<file path="src/rtl/multicycle_control.sv">
// Multi-cycle sequencer for the MIPS-subset datapath: one ALU and one memory port shared
// across FETCH/DECODE/EXEC/MEM/WB steps, with memory wait timeout and illegal-opcode traps.
module multicycle_control #(
    parameter int unsigned MEM_TIMEOUT = 16,
    parameter int unsigned CNT_W       = 5
) (
    input  logic       clk,
    input  logic       rst_n,
    input  logic [5:0] Opcode,
    input  logic       Zero,
    input  logic       AluResMsb,
    input  logic       mem_ready,
    output logic       PCWr,
    output logic       PCSrc,
    output logic       IorD,
    output logic       MemRd,
    output logic       MemWr,
    output logic       IRWr,
    output logic       RegDst,
    output logic       RegWr,
    output logic       MemtoReg,
    output logic       ExtOp,
    output logic       AluSrcA,
    output logic [1:0] AluSrcB,
    output logic [1:0] AluOp,
    output logic       retire,
    output logic       trap,
    output logic       trap_cause,
    output logic [3:0] state
);

    localparam logic [5:0] OP_RTYPE = 6'b000000;
    localparam logic [5:0] OP_ADDI  = 6'b001000;
    localparam logic [5:0] OP_LW    = 6'b100011;
    localparam logic [5:0] OP_SW    = 6'b101011;
    localparam logic [5:0] OP_BEQ   = 6'b000100;
    localparam logic [5:0] OP_BNE   = 6'b000101;
    localparam logic [5:0] OP_BGTZ  = 6'b000111;

    localparam logic [CNT_W-1:0] WAIT_LAST = CNT_W'(MEM_TIMEOUT - 1);

    typedef enum logic [3:0] {
        IDLE   = 4'd0,
        FETCH  = 4'd1,
        DECODE = 4'd2,
        EXEC_R = 4'd3,
        EXEC_I = 4'd4,
        ADDR   = 4'd5,
        MEM_RD = 4'd6,
        MEM_WR = 4'd7,
        WB_R   = 4'd8,
        WB_I   = 4'd9,
        WB_LD  = 4'd10,
        BRANCH = 4'd11,
        TRAP   = 4'd15
    } state_t;

    state_t           cur_state;
    state_t           next_state;
    logic [CNT_W-1:0] wait_cnt;
    logic             mem_state;
    logic             timeout;

    assign state = cur_state;

    // A memory step times out only on its last allowed cycle; a same-cycle mem_ready wins.
    always_comb begin
        mem_state = (cur_state == FETCH) || (cur_state == MEM_RD) || (cur_state == MEM_WR);
        timeout   = mem_state && !mem_ready && (wait_cnt == WAIT_LAST);
    end

    always_comb begin
        next_state = cur_state;
        case (cur_state)
            IDLE:   next_state = FETCH;
            FETCH: begin
                if (mem_ready)    next_state = DECODE;
                else if (timeout) next_state = TRAP;
            end
            DECODE: begin
                case (Opcode)
                    OP_RTYPE:                 next_state = EXEC_R;
                    OP_ADDI:                  next_state = EXEC_I;
                    OP_LW, OP_SW:             next_state = ADDR;
                    OP_BEQ, OP_BNE, OP_BGTZ:  next_state = BRANCH;
                    default:                  next_state = TRAP;
                endcase
            end
            EXEC_R: next_state = WB_R;
            EXEC_I: next_state = WB_I;
            ADDR:   next_state = (Opcode == OP_LW) ? MEM_RD : MEM_WR;
            MEM_RD: begin
                if (mem_ready)    next_state = WB_LD;
                else if (timeout) next_state = TRAP;
            end
            MEM_WR: begin
                if (mem_ready)    next_state = FETCH;
                else if (timeout) next_state = TRAP;
            end
            WB_R, WB_I, WB_LD, BRANCH: next_state = FETCH;
            TRAP:   next_state = TRAP;
            default: next_state = IDLE;
        endcase
    end

    always_ff @(posedge clk) begin
        if (!rst_n) begin
            cur_state  <= IDLE;
            wait_cnt   <= '0;
            trap       <= 1'b0;
            trap_cause <= 1'b0;
        end else begin
            cur_state <= next_state;
            if (next_state != cur_state) begin
                wait_cnt <= '0;
            end else if (mem_state && !mem_ready) begin
                wait_cnt <= wait_cnt + CNT_W'(1);
            end
            // Cause is captured once on trap entry and frozen until reset.
            if ((next_state == TRAP) && (cur_state != TRAP)) begin
                trap       <= 1'b1;
                trap_cause <= timeout;
            end
        end
    end

    // Control decode from the current step; FETCH/MEM_WR/BRANCH also look at live inputs.
    always_comb begin
        PCWr     = 1'b0;
        PCSrc    = 1'b0;
        IorD     = 1'b0;
        MemRd    = 1'b0;
        MemWr    = 1'b0;
        IRWr     = 1'b0;
        RegDst   = 1'b0;
        RegWr    = 1'b0;
        MemtoReg = 1'b0;
        ExtOp    = 1'b0;
        AluSrcA  = 1'b0;
        AluSrcB  = 2'b00;
        AluOp    = 2'b00;
        retire   = 1'b0;
        case (cur_state)
            FETCH: begin
                MemRd   = 1'b1;
                AluSrcB = 2'b01;
                if (mem_ready) begin
                    IRWr = 1'b1;
                    PCWr = 1'b1;
                end
            end
            DECODE: begin
                AluSrcB = 2'b11;
                ExtOp   = 1'b1;
            end
            EXEC_R: begin
                AluSrcA = 1'b1;
                AluOp   = 2'b10;
            end
            EXEC_I, ADDR: begin
                AluSrcA = 1'b1;
                AluSrcB = 2'b10;
                ExtOp   = 1'b1;
            end
            MEM_RD: begin
                MemRd = 1'b1;
                IorD  = 1'b1;
            end
            MEM_WR: begin
                MemWr  = 1'b1;
                IorD   = 1'b1;
                retire = mem_ready;
            end
            WB_R: begin
                RegDst = 1'b1;
                RegWr  = 1'b1;
                retire = 1'b1;
            end
            WB_I: begin
                RegWr  = 1'b1;
                retire = 1'b1;
            end
            WB_LD: begin
                RegWr    = 1'b1;
                MemtoReg = 1'b1;
                retire   = 1'b1;
            end
            BRANCH: begin
                AluSrcA = 1'b1;
                AluOp   = 2'b01;
                PCSrc   = 1'b1;
                retire  = 1'b1;
                PCWr    = ((Opcode == OP_BEQ)  && Zero) ||
                          ((Opcode == OP_BNE)  && !Zero) ||
                          ((Opcode == OP_BGTZ) && !Zero && !AluResMsb);
            end
            default: ;
        endcase
    end

endmodule

</file>
<file path="config.mk">
export PLATFORM = sky130hd
export DESIGN_NAME = multicycle_control
export DESIGN_NICKNAME = d
export VERILOG_FILES = /design/src/rtl/multicycle_control.sv
export SDC_FILE = /design/constraint.sdc
export NUM_CORES = 1
export LEC_CHECK = 0
export CAP_MARGIN = 0
export CORE_ASPECT_RATIO = 1.1
export CORE_UTILIZATION = 30
export CTS_CLUSTER_DIAMETER = 60
export DETAILED_ROUTE_END_ITERATION = 6
export GPL_ROUTABILITY_DRIVEN = 0
export PLACE_DENSITY = 0.55
export SETUP_SLACK_MARGIN = 0.05
export SLEW_MARGIN = 10
export SYNTH_ARGS = -nofsm -noshare
export SYNTH_HDL_FRONTEND = slang
export SYNTH_SLANG_ARGS = --single-unit
</file>
<file path="constraint.sdc">
create_clock -name clk -period 5.1 [get_ports clk]
set_input_delay 1.02 -clock clk [delete_from_list [all_inputs] [get_ports clk]]
set_output_delay 1.02 -clock clk [all_outputs]
set_load 0.05 [all_outputs]
</file>
# Word-level counts from Yosys, hierarchy flattened
# Cells that the tools add are included.
[totals]
output_inout_bits = 22
ram_bits = 0
wordCells = 77
rom_bits = 0
register_bits = 11
inputBits = 11
latchBits = 0
mem_count = 0
[op_classes]
mux = 22
addsub = 1
n_reduce_logical = 27
n_div = 0
eq_ne = 22
mul = 0
magnitude_cmp = 0
n_bitwise = 1
shift = 0
[op_table]
columns = ["operator", "n"]
rows = [
  ["$pmux 4 s9", 1],
  ["$eq 4x4->1 const B", 6],
  ["$eq 6x3->1 const B", 3],
  ["$eq 4x3->1 const B", 4],
  ["$mux 4", 4],
  ["$pmux 4 s4", 1],
  ["$eq 6x6->1 const B", 2],
  ["$mux 1", 12],
  ["$reduce_or 2->1", 5],
  ["$reduce_or 3->1", 3],
  ["$eq 4x2->1 const B", 2],
  ["$reduce_or 4->1", 2],
  ["$logic_and 1x1->1", 7],
  ["$eq 6x4->1 const B", 1],
  ["$logic_not 6->1", 1],
  ["$pmux 2 s3", 1],
  ["$add 5x1->5 const B", 1],
  ["$eq 5x4->1 const B", 1],
  ["$reduce_or 5->1", 1],
  ["$eq 4x1->1 const B", 1],
  ["$logic_not 4->1", 1],
  ["$logic_or 1x1->1", 4],
  ["$ne 4x4->1", 1],
  ["$ne 4x4->1 const B", 1],
  ["4 further kinds", 7],
]

# Logic depth before layout (Yosys ltp)
# Gate-level depths: netlist (run 1).
[logic_depth]
depth_word = 10
ltp_mapped = 9
depth_no_buf = 9

# Least setup slack after synthesis (run 1)
# No wires, ideal clock.
[synth_path]
path_type = "in2out"
start = "input mem_ready"
end = "output PCWr"
n_path_buf = 1
required_ns = 4.080
arrival_ns = 3.450
slack_ns = 0.630
cell_stages = 3
cell_sequence = "buf_2 nor4b_1 a31o_1"
[synth_via]
elab_chain_len = 2
[synth_rtl]
columns = ["element", "line", "rtl"]
rows = [
  ["from (decl)", "12", "input logic mem_ready,"],
  ["$mux 1", "147", "if (mem_ready) begin"],
  ["$pmux 1 s2", "143", "case (cur_state)"],
  ["to (decl)", "13", "output logic PCWr,"],
]
# Every way passes these cells.

# Final worst setup path (run 1)
[layout_path]
start = "input Opcode[2]"
end = "output PCWr"
[layout_via]
elab_chain_len = 5
word_cells_on_any_way = 10
cone_classes = "eq/ne: 3; mux: 1; reduce/logical: 6"
[layout_rtl]
columns = ["element", "line", "rtl"]
rows = [
  ["from (decl)", "9", "input logic [5:0] Opcode,"],
  ["$eq 6x3->1, on equally long branches", "193, 194, 195", ""],
  ["$logic_and 1x1->1, on equally long branches", "193, 194, 195", ""],
  ["$logic_or 1x1->1 or $logic_and 1x1->1 (tied branches)", "193, 195", ""],
  ["$logic_or 1x1->1 *", "194", "((Opcode == OP_BNE) && !Zero) ||"],
  ["$pmux 1 s2 *", "143", ""],
]
# Every way passes the cells marked *; elsewhere a longest branch is shown, timed or not.

==> impl_metrics.py, run 1 <==
metrics = {
    "status": {
        "outcome": "completed",
    },
    "detailed_routing": {
        "first_pass_iters": 4,
        "drc": 0,
        "avgViaCountPerCell": 5.11,
        "vias": 1083,
        "drtIter0Drc": 74,
        "wire_per_inst_um": 13.0,
        "wl_um": 2750,
        "ant_nets": 0,
    },
    "timing": {
        "tightest_slew_ns": 0.942,
        "fin_tns_setup_ns": 0,
        "final-setup-viol-count": 0,
        "finalHoldViolations": 0,
        "slew_headroom": 0.371,
        "worst_slack_ns": 1.01,
        "max_freq_ghz": 0.245,
        "period_minus_slack_ns": 4.09,
        "skew_ns": 0.00208,
        "rsz0062_at_grt": "no",
        "post-route-period-util": 0.801,
        "drv_slew": 0,
    },
    "cts": {
        "clk_latency_ns": 0.27,
        "clock_path_buffers": 2,
        "cts_tree": "built",
        "cts-root-buf": "clkbuf_4",
        "cts.reportedPaths.clkPinSlew_ns": 0.07,
        "cts_setup_buffers": 0,
        "h-tree-depth": 1,
        "ctsHoldBuffers": 0,
        "cts.sinks": 11,
        "cts_made_buffers": 3,
        "post_cts_resized": 0,
    },
    "power": {
        "ir_worst_vdd_mv": 0.283,
        "power.density_nw_per_um2": 382,
        "p_leak_nw": 0.471,
    },
    "global_routing": {
        "grt-ovfl-total": 0,
        "antenna_found_initial": 0,
        "grt_max_degree": 28,
        "grt_pass1_vias": 968,
        "grt_pass1_wl_um": 4700,
        "track_usage": 0.158,
    },
    "finish": {
        "area_growth_pct": 34.8,
        "nFillCells": 350,
        "drive_gt1_frac": 0.0854,
        "instances_no_fill": 212,
        "diodes": 0,
        "final_common_cell": "clkdlybuf4s50_1",
        "final_nets": 178,
        "final_cell_mix": "clkdlybuf4s50_1 (32), nor2_1 (14), nand2_1 (11), dfxtp_1 (11), nand2b_1 (9)",
        "fin_util": 0.425,
    },
    "die": {
        "die_x_um": 58.4,
        "start_util": 0.316,
        "ios": 33,
        "rows": 22,
        "die_h_um": 64.1,
        "fp.dieArea_um2": 3740,
        "design.core.area_um2": 3330,
    },
    "worst_hold_path": {
        "min_path_type": "reg2reg",
    },
    "yosys": {
        "synth_fa_ha_area_frac": 0.0238,
        "synth_xor_area_frac": 0.0583,
        "yosysUniqueCellTypes": 48,
        "synth_compound_area_frac": 0.267,
        "avgSynthCellArea_um2": 7.67,
        "ys_seq_area_frac": 0.210,
        "synth_edf_count": 0,
        "netlist_area_um2": 1050,
        "muxShareOfSynthArea": 0.00952,
        "synthTopCellsByArea": "dfxtp_1 (21%), nand2b_1 (5.4%), nor2_1 (5.0%), nand2_1 (3.9%), a21oi_1 (3.8%)",
        "synth_top_family_by_area": "simple AND/OR/NAND/NOR gates",
        "ys_warn_count": 0,
        "synth.top_cell.area_share": 0.210,
        "yosys_register_bits": 11,
        "netlist_instances": 137,
        "synth_top_area_cell": "dfxtp_1",
        "async_flop_share": 0,
        "synthesis.nets": 150,
        "synth_flop_cell": "dfxtp_1",
        "yosys.area_share.simple": 0.371,
    },
    "critical_path": {
        "endpoint_kind": "output pin",
        "cp-start-kind": "input pin",
        "required_ns": 4.08,
        "cp_max_fo": 4,
        "arrival_ns": 3.07,
        "crit_type": "in2out",
    },
    "placement": {
        "dpl.hpwl_um": 1970,
        "pre_cts_ws_ns": 1.00,
        "port_buffers": 32,
        "placedCellCount": 208,
    },
    "flow_run": {
        "cap_violations": 0,
    },
}
[sequential cells by signal (all words and copies together), names as in the netlist]
register,flops
state,4
trap,1
trap_cause,1
wait_cnt,5
[per-stage QoR]
stage / power [mW] / hold slack [ns] / instance area, um^2
floorplan: 0.384 / 0.472 / 1050
global placement: 0.479 / 0.445 / 1390
detailed placement: 0.482 / 0.456 / 1390
CTS: 0.544 / 0.472 / 1420
global route: 0.579 / 0.482 / 1420
finish: 0.541 / 0.465 / 1420
[cells in the mapped netlist (3+ instances only)]
master	n
nor2_1	14
inv_1	4
nand2b_1	9
nand2_1	11
dfxtp_1	11
nor3_1	7
buf_2	6
xor2_1	4
o21ai_0	4
xnor2_1	3
a31oi_1	3
o21ai_1	3
a21oi_1	8
nor2b_1	4
[area by class of cell]
type                    count  area (um^2)  share of cell area
multi-input cells         112          767               0.542
repair buffers             33          328               0.231
flip-flops and latches     11          220               0.155
well taps                  48         60.1              0.0424
clock buffers               4         26.3              0.0186
inverters                   4         15.0              0.0106
[power breakdown]
group | switching (mW) | internal [mW] | total, mW
Clock | 0.0307 | 0.0303 | 0.0610
Sequential | 0.0361 | 0.0948 | 0.131
Combinational | 0.218 | 0.131 | 0.349
[final timing paths]
check | from | endpoint | slack (ns) | cells past startpoint
max | Opcode[2] | PCWr | 1.01 | 5
min | trap_cause$_SDFFE_PN0P_ | trap_cause$_SDFFE_PN0P_ | 0.46 | 2
max reg2reg | wait_cnt[0]$_SDFFE_PP0P_ | wait_cnt[4]$_SDFFE_PP0P_ | 2.73 | 9
min reg2reg | trap_cause$_SDFFE_PN0P_ | trap_cause$_SDFFE_PN0P_ | 0.46 | 2
[metal layers]
layer  GRT usage  share of wire  vias to the layer above
li1            -              -                      548
met1       0.237           0.49                      491
met2       0.236           0.45                       42
met3      0.0223          0.058                        2
met4      0.0357         0.0051                        0
met5           0              0                        -
[cells by family (layout without fill, tap and decap cells)]
group / count (synthesis) / count (layout)
flip-flops: 11 / 11
multiplexers: 1 / 1
AO/OA/AOI/OAI: 37 / 37
AND/OR/NAND/NOR: 65 / 65
buffers and inverters: 14 / 41
XOR/XNOR: 7 / 7
adder cells (fa/ha/maj): 2 / 2
[critical path: stages]
cell and delay [ns]:
clkdlybuf4s50_1 0.52, inv_1 0.07, nor4_1 0.45, a31o_1 0.21, clkdlybuf4s50_1 0.79
No activity file was read; power rests on OpenSTA's default activity.
==> run 2, diff against run 1 <==
clock period = 4 ns   (was 5.1 ns; I/O delays follow)
==> run 2 against run 1 <==
Compared with the run above: die area unchanged; clock power is 26% higher; combinational power is 33% higher; critical path type unchanged; critical endpoint unchanged.
==> impl_metrics.py, run 2 (synthesis results as in run 1) <==
metrics = {
    "die": {
        "design.core.area_um2": 3330,
        "fp.dieArea_um2": 3740,
        "die_h_um": 64.1,
        "die_x_um": 58.4,
        "rows": 22,
        "ios": 33,
        "start_util": 0.316,
    },
    "detailed_routing": {
        "wire_per_inst_um": 12.9,
        "drc": 0,
        "ant_nets": 0,
        "avgViaCountPerCell": 5.05,
        "first_pass_iters": 4,
        "vias": 1085,
        "wl_um": 2770,
        "drtIter0Drc": 18,
    },
    "power": {
        "power.density_nw_per_um2": 483,
        "p_leak_nw": 0.488,
        "power_frac_seq": 0.223,
        "ir_worst_vdd_mv": 0.244,
        "clockPowerShare": 0.110,
        "combinationalPowerShare": 0.667,
        "sw_frac_of_total": 0.523,
        "power.switching_mw": 0.365,
        "p_int_mw": 0.333,
    },
    "flow_run": {
        "cap_violations": 0,
    },
    "finish": {
        "top_register": "wait_cnt",
        "final_nets": 181,
        "final_cell_mix": "clkdlybuf4s50_1 (32), nor2_1 (14), nand2_1 (11), dfxtp_1 (11), nand2b_1 (9)",
        "final_cell_area_um2": 1450,
        "drive_gt1_frac": 0.108,
        "diodes": 0,
        "area_growth_pct": 37.5,
        "largest_reg_flops": 5,
        "fin_util": 0.434,
        "final_common_cell": "clkdlybuf4s50_1",
    },
    "critical_path": {
        "arrival_ns": 2.88,
        "cp_max_fo": 4,
        "cp-start-kind": "input pin",
        "crit_type": "in2out",
        "endpoint_kind": "output pin",
        "required_ns": 3.20,
    },
    "cts": {
        "cts.sinks": 11,
        "cts-root-buf": "clkbuf_4",
        "ctsHoldBuffers": 0,
        "clk_latency_ns": 0.27,
        "h-tree-depth": 1,
        "cts_tree": "built",
        "cts_setup_buffers": 0,
        "cts.reportedPaths.clkPinSlew_ns": 0.07,
        "clock_path_buffers": 2,
        "cts_made_buffers": 3,
        "post_cts_resized": 0,
    },
    "status": {
        "outcome": "completed",
    },
    "placement": {
        "port_buffers": 32,
        "dpl_cell_area_um2": 1420,
        "pre_cts_ws_ns": 0.336,
        "dpl.hpwl_um": 2040,
    },
    "timing": {
        "slew_headroom": 0.477,
        "finalHoldWorstSlack_ns": 0.459,
        "final-setup-viol-count": 0,
        "drv_slew": 0,
        "tightest_slew_ns": 0.784,
        "skew_ns": 0.00270,
        "worst_slack_ns": 0.318,
        "period_minus_slack_ns": 3.68,
        "rsz0062_at_grt": "no",
        "post-route-period-util": 0.920,
        "fin_tns_setup_ns": 0,
        "finalHoldViolations": 0,
        "max_freq_ghz": 0.272,
    },
    "global_routing": {
        "grt-ovfl-total": 0,
        "grt_pass1_vias": 1034,
        "antenna_found_initial": 0,
        "grt_pass1_wl_um": 4840,
        "grt_max_degree": 27,
        "track_usage": 0.161,
    },
    "worst_hold_path": {
        "min_path_type": "reg2reg",
    },
}
run 2: cell count changes in the layout (fill, tap and decap cells not counted), sizes merged:
| cell | change |
|---|---|
| buf | +3 |
run 2: per-stage QoR:
stage,power [mW],cells
after floorplan,0.492,137
after global placement,0.622,211
after detailed placement,0.622,211
after CTS,0.700,215
after global routing,0.743,215
final,0.698,215
run 2: metal layers:
metal	up-vias	share of wire	GRT usage
met3	2	0.039	0.0263
met2	30	0.45	0.241
met1	500	0.50	0.233
met4	0	0.0054	0.0506
met5	-	0	0
li1	553	-	-
run 2: layout make-up:
class | instances | area (um^2)
fill | 347 | 1890
multi-input combinational | 112 | 773
timing repair buffer | 36 | 350
sequential | 11 | 220
tap | 48 | 60.1
clock buffer | 4 | 26.3
inverter | 4 | 15.0
run 2: path summary, 6_finish.rpt:
path                                 from                 endpoint  slack (ns)  depth (start not counted)
setup / recovery                Opcode[2]                     PCWr        0.32                          5
hold / removal    trap_cause$_SDFFE_PN0P_  trap_cause$_SDFFE_PN0P_        0.46                          2
setup reg to reg      state[1]$_SDFF_PN0_  trap_cause$_SDFFE_PN0P_        1.68                          6
hold reg to reg   trap_cause$_SDFFE_PN0P_  trap_cause$_SDFFE_PN0P_        0.46                          2
run 2: worst max-delay path, cell delays in order:
cell             delay (ns)
clkdlybuf4s50_1        0.52
inv_1                  0.09
nor4_1                 0.46
a31o_1                 0.22
clkdlybuf4s50_1        0.79
run 2: power by group through the flow:
| stage | combinational (mW) | clock, mW | sequential (mW) |
|---|---|---|---|
| floorplan | 0.324 | 0 | 0.168 |
| global placement | 0.465 | 0 | 0.157 |
| detailed placement | 0.465 | 0 | 0.157 |
| CTS | 0.467 | 0.0793 | 0.154 |
| global route | 0.498 | 0.0854 | 0.159 |
| finish | 0.465 | 0.0769 | 0.156 |
==> RTL change (config.mk and constraints of run 2) <==
The parameter `CNT_W` goes from 5 to 6.
--- a/src/rtl/multicycle_control.sv
+++ b/src/rtl/multicycle_control.sv
@@ -2,7 +2,7 @@
 // across FETCH/DECODE/EXEC/MEM/WB steps, with memory wait timeout and illegal-opcode traps.
 module multicycle_control #(
     parameter int unsigned MEM_TIMEOUT = 16,
-    parameter int unsigned CNT_W       = 5
+    parameter int unsigned CNT_W       = 6
 ) (
     input  logic       clk,
     input  logic       rst_n,
Check against the original RTL: no difference found for any inputs over 10 cycles, from zero or initial values and one cycle with rst_n low; that may be too few to reach the edited logic, so the function may still have changed.
==> RTL change against run 2 <==
Synthesized area grew 12%. Clock skew shrank 1.4 ps. Cell count grew 3.3%. Design area grew 8.1%. Sequential cell count grew 1. Die area grew 11%. Total power grew 7.6%. Count of clock-buffer cells in the layout shrank 1. Routed wire length grew 10%. Sequential share of layout area grew 0.13 points. Utilization shrank 0.96 points. Worst setup slack gained 200 ps.
==> RTL change: results (changes against run 2) <==
[run_status]
outcome = complete, no violations

[synthesis]
netlist_top_cells_count = dfxtp_1 (12), nor2_1 (12), a21oi_1 (9), o21ai_0 (9), nand2_1 (7)
yosysTopAreaCell = dfxtp_1
synthXorXnorAreaFrac_pct = 6.62  ; +0.78 points
seq_area_frac_synth_pct = 20.5  ; -0.46 points
synth_area_leaders = dfxtp_1 (20%), a21oi_1 (3.8%), o21ai_0 (3.8%)
yosysWarningCount = 0  ; unchanged
synth_cell_type_count = 56  ; +17%
ys_seq_elements = 12  ; +1
synthArstFlopShare_pct = 0  ; unchanged
synth.area.mux_share_pct = 1.81  ; +0.86 points
synth-compound-area-share_pct = 30.2  ; +3.5 points
synth_nets = 154  ; +2.7%
yosys.area_share.adder_pct = 1.07  ; -1.3 points

[final_layout]
layout-drive-gt1-share_pct = 12.2  ; +1.4 points
largest_register_ff_count = 6  ; +1
nFillCells = 388  ; +12%
final_nets = 186  ; +2.8%
regMostFlops = wait_cnt
diodes = 0  ; unchanged

[placement]
post-dp-hpwl_um = 2360  ; +15%
io_buffers = 32  ; unchanged

[clock_network]
holdBufCountCts = 0  ; unchanged
root_buffer = clkbuf_8
cts_resized = 0  ; unchanged
clk_pin_slew_ps = 50  ; -20 ps
clock_latency_ps = 240  ; -30 ps
h-tree-depth = 1  ; unchanged
ctsLongestPathBuffers = 2  ; unchanged
post_cts_buffers = 0  ; unchanged
cts_buffers = 3  ; unchanged

[power]
vdd_drop_max_uv = 193  ; -21%
p_leak_nw = 0.517  ; +5.9%

[drt]
vias_per_cell = 5.45  ; +8.0%
drtIter0Drc = 66  ; +48
first_pass_iters = 4  ; unchanged
finalWirelength_um = 3050  ; +10%

[global_route]
grt_pass1_wl_um = 5080  ; +5.0%
grt_start_max_net_pins = 24  ; -11%
grt_usage_pct = 16.1  ; -0.029 points
grt_pass1_vias = 1139  ; +10%
antenna_found_initial = 0  ; unchanged

[worst_setup_path]
cpMaxStageDelayCell = clkdlybuf4s50_1
worstPathMaxFanout = 2  ; -2
crit_family = buffers and inverters
cp_slowest_stage_delay_ps = 810  ; +20 ps
crit_arrival_ps = 2680  ; -200 ps

[min_path]
min_path_type = reg -> reg

[sta]
clock_skew_ps = 1.30  ; -1.40 ps
tightest_slew_ps = 695  ; -89.1 ps

-- RTL change: path summary, 6_finish.rpt --
check | cells after the start | to | slack [ps] | start
hold reg to reg | 1 | trap$_SDFFE_PN0P_ | 470 | trap$_SDFFE_PN0P_
setup / recovery | 5 | PCWr | 520 | mem_ready
setup reg to reg | 5 | wait_cnt[0]$_SDFFE_PP0P_ | 1700 | state[1]$_SDFF_PN0_
hold / removal | 1 | trap$_SDFFE_PN0P_ | 470 | trap$_SDFFE_PN0P_
-- RTL change: kinds of logic (layout without fill, tap and decap cells) --
logic type               Yosys count  in the layout
AND/OR/NAND/NOR                   61             61
AO/OA/AOI/OAI                     45             45
buffers and inverters             13             43
flip-flops                        12             12
XOR/XNOR                           8              8
multiplexers                       2              2
adder cells (fa/ha/maj)            1              1
-- RTL change: per-stage QoR --
step | setup WS (ps) | instances | instance area (um^2)
6_report | 520 | 222 | 1560
5_1_grt | 460 | 222 | 1560
4_1_cts | 530 | 222 | 1560
3_5_place_dp | 532 | 219 | 1520
3_3_place_gp | 570 | 219 | 1520
2_1_floorplan | 173 | 142 | 1170
-- RTL change: area by class of cell --
type / count / share of cell area, %
timing repair buffer: 36 / 22.4
clock buffer: 3 / 2.64
inverter: 4 / 0.961
sequential: 12 / 15.4
multi-input combinational: 117 / 54.6
tap: 50 / 4.00
-- RTL change: report_power, final --
group	leakage, nW	internal (mW)	switching (mW)
clock network	0.0216	0.0661	0.0413
registers	0.0973	0.130	0.0294
logic	0.398	0.173	0.311
total	0.517	0.370	0.382
-- RTL change: layer usage --
| layer | track usage (%) | wire length, um |
|---|---|---|
| met3 | 2.68 | 137 |
| met5 | 0 | 0 |
| met1 | 19.9 | 1370 |
| met4 | 7.50 | 64 |
| met2 | 26.7 | 1480 |
